### config.mk
export PLATFORM = sky130hd
export DESIGN_NAME = video_test_pattern_gen
export DESIGN_NICKNAME = d
export VERILOG_FILES = /design/src/rtl/video_test_pattern_gen.sv
export SDC_FILE = /design/constraint.sdc
export NUM_CORES = 1
export LEC_CHECK = 0
export ABC_AREA = 1
export CORE_MARGIN = 4
export CORE_UTILIZATION = 40
export CTS_CLUSTER_SIZE = 28
export DETAILED_ROUTE_END_ITERATION = 16
export GPL_TIMING_DRIVEN = 0
export HOLD_SLACK_MARGIN = 0.12
export PLACE_DENSITY = 0.7
export SYNTH_ARGS = -nofsm -noshare
export SYNTH_HDL_FRONTEND = slang
export SYNTH_SLANG_ARGS = --single-unit
### constraint.sdc
create_clock -name clock -period 1.4 [get_ports clock]
set_input_delay 0.21 -clock clock [delete_from_list [all_inputs] [get_ports clock]]
set_output_delay 0.21 -clock clock [all_outputs]
set_load 0.01 [all_outputs]
### src/rtl/video_test_pattern_gen.sv
// RGB test pattern generator (bars/gradient/checker, moving box with TEST_PATTERN_MOVING_BOX_EN); fixed 2-cycle latency.
// No backpressure: one pixel in and one pixel out every clock; pattern changes land only at frame start.
module video_test_pattern_gen #(
  parameter int H_ACTIVE           = 1280,
  parameter int V_ACTIVE           = 720,
  parameter int FRAMES_PER_PATTERN = 120,
  parameter int BOX_SIZE           = 64
) (
  input  logic        clock,
  input  logic        reset,
  input  logic        dataEnable,
  input  logic        hSync,
  input  logic        vSync,
  input  logic [11:0] hPos,
  input  logic [10:0] vPos,
  input  logic        autoAdvance,
  input  logic        advance,
  output logic        dataEnableOut,
  output logic        hSyncOut,
  output logic        vSyncOut,
  output logic [7:0]  red,
  output logic [7:0]  green,
  output logic [7:0]  blue,
  output logic [1:0]  patternIndex
);

  localparam int FCW = (FRAMES_PER_PATTERN > 1) ? $clog2(FRAMES_PER_PATTERN) : 1;
  localparam logic [FCW-1:0] FC_LAST = FCW'(FRAMES_PER_PATTERN - 1);
`ifdef TEST_PATTERN_MOVING_BOX_EN
  localparam logic [1:0] PAT_LAST = 2'd3;
`else
  localparam logic [1:0] PAT_LAST = 2'd2;
`endif

  if (FRAMES_PER_PATTERN < 1 || BOX_SIZE < 1 || BOX_SIZE > H_ACTIVE || BOX_SIZE > V_ACTIVE) begin : g_bad_cfg
    $error("video_test_pattern_gen: invalid parameters");
  end

  logic           fs;
  logic           fc_last;
  logic           adv_now;
  logic [FCW-1:0] fcnt;
  logic           pend;
  logic [1:0]     pat;
  logic [2:0]     bar_d;

  logic           de1, hs1, vs1, chk1;
  logic [7:0]     grad1;
  logic [2:0]     bar1;
  logic [23:0]    rgb_d;

  assign fs      = dataEnable && (hPos == 12'd0) && (vPos == 11'd0);
  assign fc_last = (fcnt == FC_LAST);
  assign adv_now = fs && ((fc_last && autoAdvance) || pend);
  assign patternIndex = pat;

  // Bar boundaries are elaboration-time constants k*H_ACTIVE/8.
  always_comb begin
    bar_d = 3'd0;
    for (int k = 1; k < 8; k++) begin
      if (hPos >= 12'(k * H_ACTIVE / 8)) bar_d = 3'(k);
    end
  end

  always_ff @(posedge clock or posedge reset) begin
    if (reset) begin
      fcnt <= '0;
      pend <= 1'b0;
      pat  <= 2'd0;
    end else if (fs) begin
      // A pulse coinciding with frame start waits for the next one.
      pend <= advance;
      fcnt <= (fc_last || pend) ? '0 : fcnt + FCW'(1);
      if (adv_now) pat <= (pat == PAT_LAST) ? 2'd0 : pat + 2'd1;
    end else if (advance) begin
      pend <= 1'b1;
    end
  end

`ifdef TEST_PATTERN_MOVING_BOX_EN
  localparam logic [11:0] X_MAX = 12'(H_ACTIVE - BOX_SIZE);
  localparam logic [10:0] Y_MAX = 11'(V_ACTIVE - BOX_SIZE);

  logic [11:0] box_x, nx;
  logic [10:0] box_y, ny;
  logic        dir_x, dir_y, in_box, box1;

  assign nx = dir_x ? box_x + 12'd1 : box_x - 12'd1;
  assign ny = dir_y ? box_y + 11'd1 : box_y - 11'd1;
  // Frame-start pixel is tested against the pre-move position.
  assign in_box = ({1'b0, hPos} >= {1'b0, box_x}) &&
                  ({1'b0, hPos} <  {1'b0, box_x} + 13'(BOX_SIZE)) &&
                  ({1'b0, vPos} >= {1'b0, box_y}) &&
                  ({1'b0, vPos} <  {1'b0, box_y} + 12'(BOX_SIZE));

  always_ff @(posedge clock or posedge reset) begin
    if (reset) begin
      box_x <= '0;
      box_y <= '0;
      dir_x <= 1'b1;
      dir_y <= 1'b1;
    end else if (fs) begin
      box_x <= nx;
      box_y <= ny;
      if (nx == 12'd0 || nx == X_MAX) dir_x <= ~dir_x;
      if (ny == 11'd0 || ny == Y_MAX) dir_y <= ~dir_y;
    end
  end

  always_ff @(posedge clock or posedge reset) begin
    if (reset) box1 <= 1'b0;
    else       box1 <= in_box;
  end
`endif

  always_ff @(posedge clock or posedge reset) begin
    if (reset) begin
      de1   <= 1'b0;
      hs1   <= 1'b0;
      vs1   <= 1'b0;
      grad1 <= '0;
      bar1  <= '0;
      chk1  <= 1'b0;
    end else begin
      de1   <= dataEnable;
      hs1   <= hSync;
      vs1   <= vSync;
      grad1 <= hPos[9:2];
      bar1  <= bar_d;
      chk1  <= hPos[5] ^ vPos[5];
    end
  end

  always_comb begin
    rgb_d = 24'h000000;
    if (de1) begin
      case (pat)
        2'd0: rgb_d = {{8{~bar1[1]}}, {8{~bar1[2]}}, {8{~bar1[0]}}};
        2'd1: rgb_d = {grad1, grad1, grad1};
        2'd2: rgb_d = chk1 ? 24'hFFFFFF : 24'h000000;
`ifdef TEST_PATTERN_MOVING_BOX_EN
        2'd3: rgb_d = box1 ? 24'hFFFFFF : 24'h0000FF;
`endif
        default: rgb_d = 24'h000000;
      endcase
    end
  end

  always_ff @(posedge clock or posedge reset) begin
    if (reset) begin
      dataEnableOut <= 1'b0;
      hSyncOut      <= 1'b0;
      vSyncOut      <= 1'b0;
      red           <= '0;
      green         <= '0;
      blue          <= '0;
    end else begin
      dataEnableOut <= de1;
      hSyncOut      <= hs1;
      vSyncOut      <= vs1;
      {red, green, blue} <= rgb_d;
    end
  end

endmodule

==> results <==
- The post-route antenna net violation count is 0.
- After clock tree synthesis, the clock-pin slew on the worst setup and hold paths is 0.08 ns.
- Traced cell by cell, the critical path runs through clkdlybuf4s50_1.
- Power spread over the standard cell area amounts to 822.1 nW/um^2.
- Entering global routing, the biggest net connects 53 pins.
- The number of hold-repair buffers added at the cts stage is 0.
- In this run, distinct cell masters in the synthesized netlist total 26.
- The cell family with the largest share of critical-path delay is buffers and inverters.
- The launch instance of the worst min-delay path is hPos[6].
- The total count of max-transition violations in the final report is 0.
- Subtracting the final worst setup slack from the clock period gives 1.358 ns.
- Synthesis produced 291 cells.
- The worst path arrival time is 1.15 ns.
- The core region is 5608 um^2.
- After synthesis the netlist holds a flip-flop and latch count of 52.
- The overall routing resource usage is 12.57%.
- The DRC violation count after routing is 0.
- The root buffer cell is sky130_fd_sc_hd__clkbuf_8.
- After layout, the worst path uses 96.98% of the clock period.
- The net count of the finished layout is 395.
- The count of buffers inserted at the top-level ports is 58.
- The number of search-and-repair iterations in the first detailed-routing pass is 4.
- Headroom to the max-slew limit came out at 31.01%.
- The endpoint type of the worst setup path is an output pin.
- In this design, the stage delay of the slowest critical-path cell is 0.52 ns.
- The mean cell area of the mapped netlist is 8.045 um^2.
- The run finished with clean final reports.
- The library cell used most frequently in the layout, excluding fill and tap cells, is sky130_fd_sc_hd__nand2_1.
- Setup total negative slack on the finished layout was measured at 0 ns.
- The largest buffer count on any clock path is 2.
- The maximum fanout count along the critical path is 1.
- The total number of yosys warnings is 0.
- The endpoint of the lowest-slack register-to-register path is green[0].
- In this run the worst hold path is classified as in -> reg.
- In this run the critical register-to-register path is launched from patternIndex[1].
- The fill cell total of the finished layout is 528.
- The congestion estimate from routability-driven global placement came to 0.8160.
- The highest ir drop seen on vdd is 0.3841 mV.
- Based on the critical path, the design can be clocked at up to 0.7365 GHz.
- On the critical path, the stage with the largest delay is an instance of sky130_fd_sc_hd__clkdlybuf4s50_1.
- Setup repair after global routing could not meet its margin everywhere.
- The final worst clock skew is 0.005395 ns.
- The average wire per standard cell is 10.45 um.
- The number of inserted diodes is 0.
- The initial core utilization is 41.74%.
- The cell area that synthesis handed to floorplanning was 2341 um^2.
- The routed wire length is 4556 um.
- In the layout the commonest cells are sky130_fd_sc_hd__nand2_1, sky130_fd_sc_hd__dfrtp_1, sky130_fd_sc_hd__inv_1.
- The area added between synthesis and finish is 38.75%.
- The total of max-cap violations is 0.
- The clock tree synthesis step divided the H-tree into 2 levels.
- The worst setup path is launched from a flip-flop.
- The area of placed instances is 3015 um^2.
- The wire length of the first global-routing pass is 7210 um.
- The initial antenna violation count is 0.
- From left edge to right edge, the die measures 84.50 um.
- The total CTS buffers is 5.
- The sequential element share of the synthesized area is 55.59%.
- The number of global-route vias before repair came to 1726.
- The die covers 7140 um^2.
- TritonCTS built the clock tree.
- The number of endpoints with negative hold slack in the final report is 0.
- The wire-length estimate of the detail-placed layout is 3279 um.
- In this run the core area contains 27 standard-cell rows.
- The setup check on the worst reg-to-reg path leaves a slack of 0.05 ns.
- The worst setup path is of the reg -> out kind.
- Measured on the finished design, the core utilization comes to 57.92%.
- When the netlist entered floorplanning its net count stood at 322.
- For the worst setup path, the data required time is 1.19 ns.
- For the worst flop-to-flop path, the logic depth is 6.
- In this run the vertical extent of the chip is 84.50 um.
- The worst hold path depth is 1.
- The slew of the pin with the lowest slew margin is 1.033 ns.
- Counting both buffers and inverters, the worst setup path holds a total of 1.
- Summed over all cells, the static leakage comes to 2.075 nW.
- The worst hold slack after final layout is 0.1508 ns.
- For this run the aggregate overflow at the end of global routing stands at 0.
- The clock drives 52 sinks.
- The destination of the worst hold path is grad1[4].
- The number of ports placed on the die boundary is 59.
- The detail-routed via count per cell is 4.388.
- Of the cells placed in the final design, the portion with a size suffix greater than 1 is 9.615%.
- The completed layout was analyzed and its total power is 2.670 mW.
- Summing over every cut layer, the via total after detailed routing is 1913.
- For the worst-skew pair, the clock arrives at the later sink with an insertion delay of 0.30 ns.
- The number of setup violations in the final report is 0.
- With fillers left out, the area of the finished cells amounts to 3248 um^2.
- The number of design-rule violations left by the first detailed-router iteration is 61.
[per-layer routing]
metal | GRT usage, % | vias to the layer above | routed length [um] | share of wire (%)
li1 | - | 999 | - | -
met1 | 14.72 | 844 | 1988 | 44
met2 | 21.64 | 60 | 2149 | 47
met3 | 3.827 | 10 | 308 | 6.8
met4 | 4.748 | 0 | 110 | 2.4
met5 | 0 | - | 0 | 0
[area by class of cell]
cell class | instances | area, um^2 | area share (%)
inverter | 56 | 214.0 | 6.587
timing repair buffer | 65 | 685.7 | 21.11
buffer | 2 | 7.507 | 0.2311
multi-input combinational | 182 | 868.3 | 26.73
tap | 72 | 90.09 | 2.773
sequential | 52 | 1301 | 40.06
clock inverter | 2 | 12.51 | 0.3852
clock buffer | 5 | 68.82 | 2.119
[worst reg2reg max path, cell delays in order (launching register included)]
cell and delay [ns]:
sky130_fd_sc_hd__dfrtp_1 0.39, sky130_fd_sc_hd__buf_4 0.15, sky130_fd_sc_hd__nor2_1 0.24, sky130_fd_sc_hd__nand2_1 0.26
sky130_fd_sc_hd__nand2_1 0.14, sky130_fd_sc_hd__nand2_1 0.06, sky130_fd_sc_hd__inv_1 0.06
[stage by stage]
stage,setup WS [ns],instances
after CTS,0.0002991,431
final,0.04227,436
after floorplan,0.08775,291
after global placement,-0.3303,421
after global routing,-0.03447,436
after detailed placement,-0.3770,421
[sequential cells by signal, indices dropped and copies added, names as in the netlist]
register and cells:
blue 8, grad1 8, green 8, red 8, fcnt 7, bar1 3
patternIndex 2, chk1 1, dataEnableOut 1, de1 1, hSyncOut 1, hs1 1
pend 1, vSyncOut 1, vs1 1
[where the power goes]
part           internal [mW]  total, mW  switching (mW)  leakage, nW
clock network          0.338      0.777           0.439       0.0400
logic                  0.160      0.322           0.162         1.39
registers               1.56       1.57          0.0147        0.649
[synthesized netlist by cell type (all sizes together)]
master  instances  area (um^2)
a21oi           3        15.01
a31oi           1        6.260
clkbuf          2        7.510
clkinv          1        3.750
dfrtp          52         1301
ha              1        12.51
inv            55        206.5
nand2         115        434.2
nand3           8        57.56
nand4           4        25.02
nor2           31        150.1
o21ai          11        66.32
o21bai          1        7.510
or2             2        12.52
xnor2           1        8.760
xor2            3        26.28
[worst max-delay path by stage]
stage                    startpoint               to  slack (ns)  cells past startpoint
CTS                         hPos[7]  patternIndex[1]      0.0003                      9
finish                       red[0]           red[0]        0.04                      1
detailed placement          hPos[7]  patternIndex[1]       -0.38                      9
global route        patternIndex[1]          blue[6]       -0.03                      8
floorplan                   fcnt[0]  patternIndex[1]        0.09                      6
global placement            hPos[7]  patternIndex[1]       -0.33                      9
[cell families after synthesis]
family	count (synthesis)	share of synthesized area (%)
XOR/XNOR	4	1.497
adder cells (fa/ha/maj)	1	0.5344
AO/OA/AOI/OAI	16	4.062
buffers and inverters	58	9.300
flip-flops	52	55.59
AND/OR/NAND/NOR	160	29.02
[repair_timing]
item	in CTS	in global routing
cloned	0	1
resized for setup	6	25
pin swaps	1	4
buffers inserted	3	4
endpoints found under the setup margin	13	41
Power figures use the tool's default switching activity.
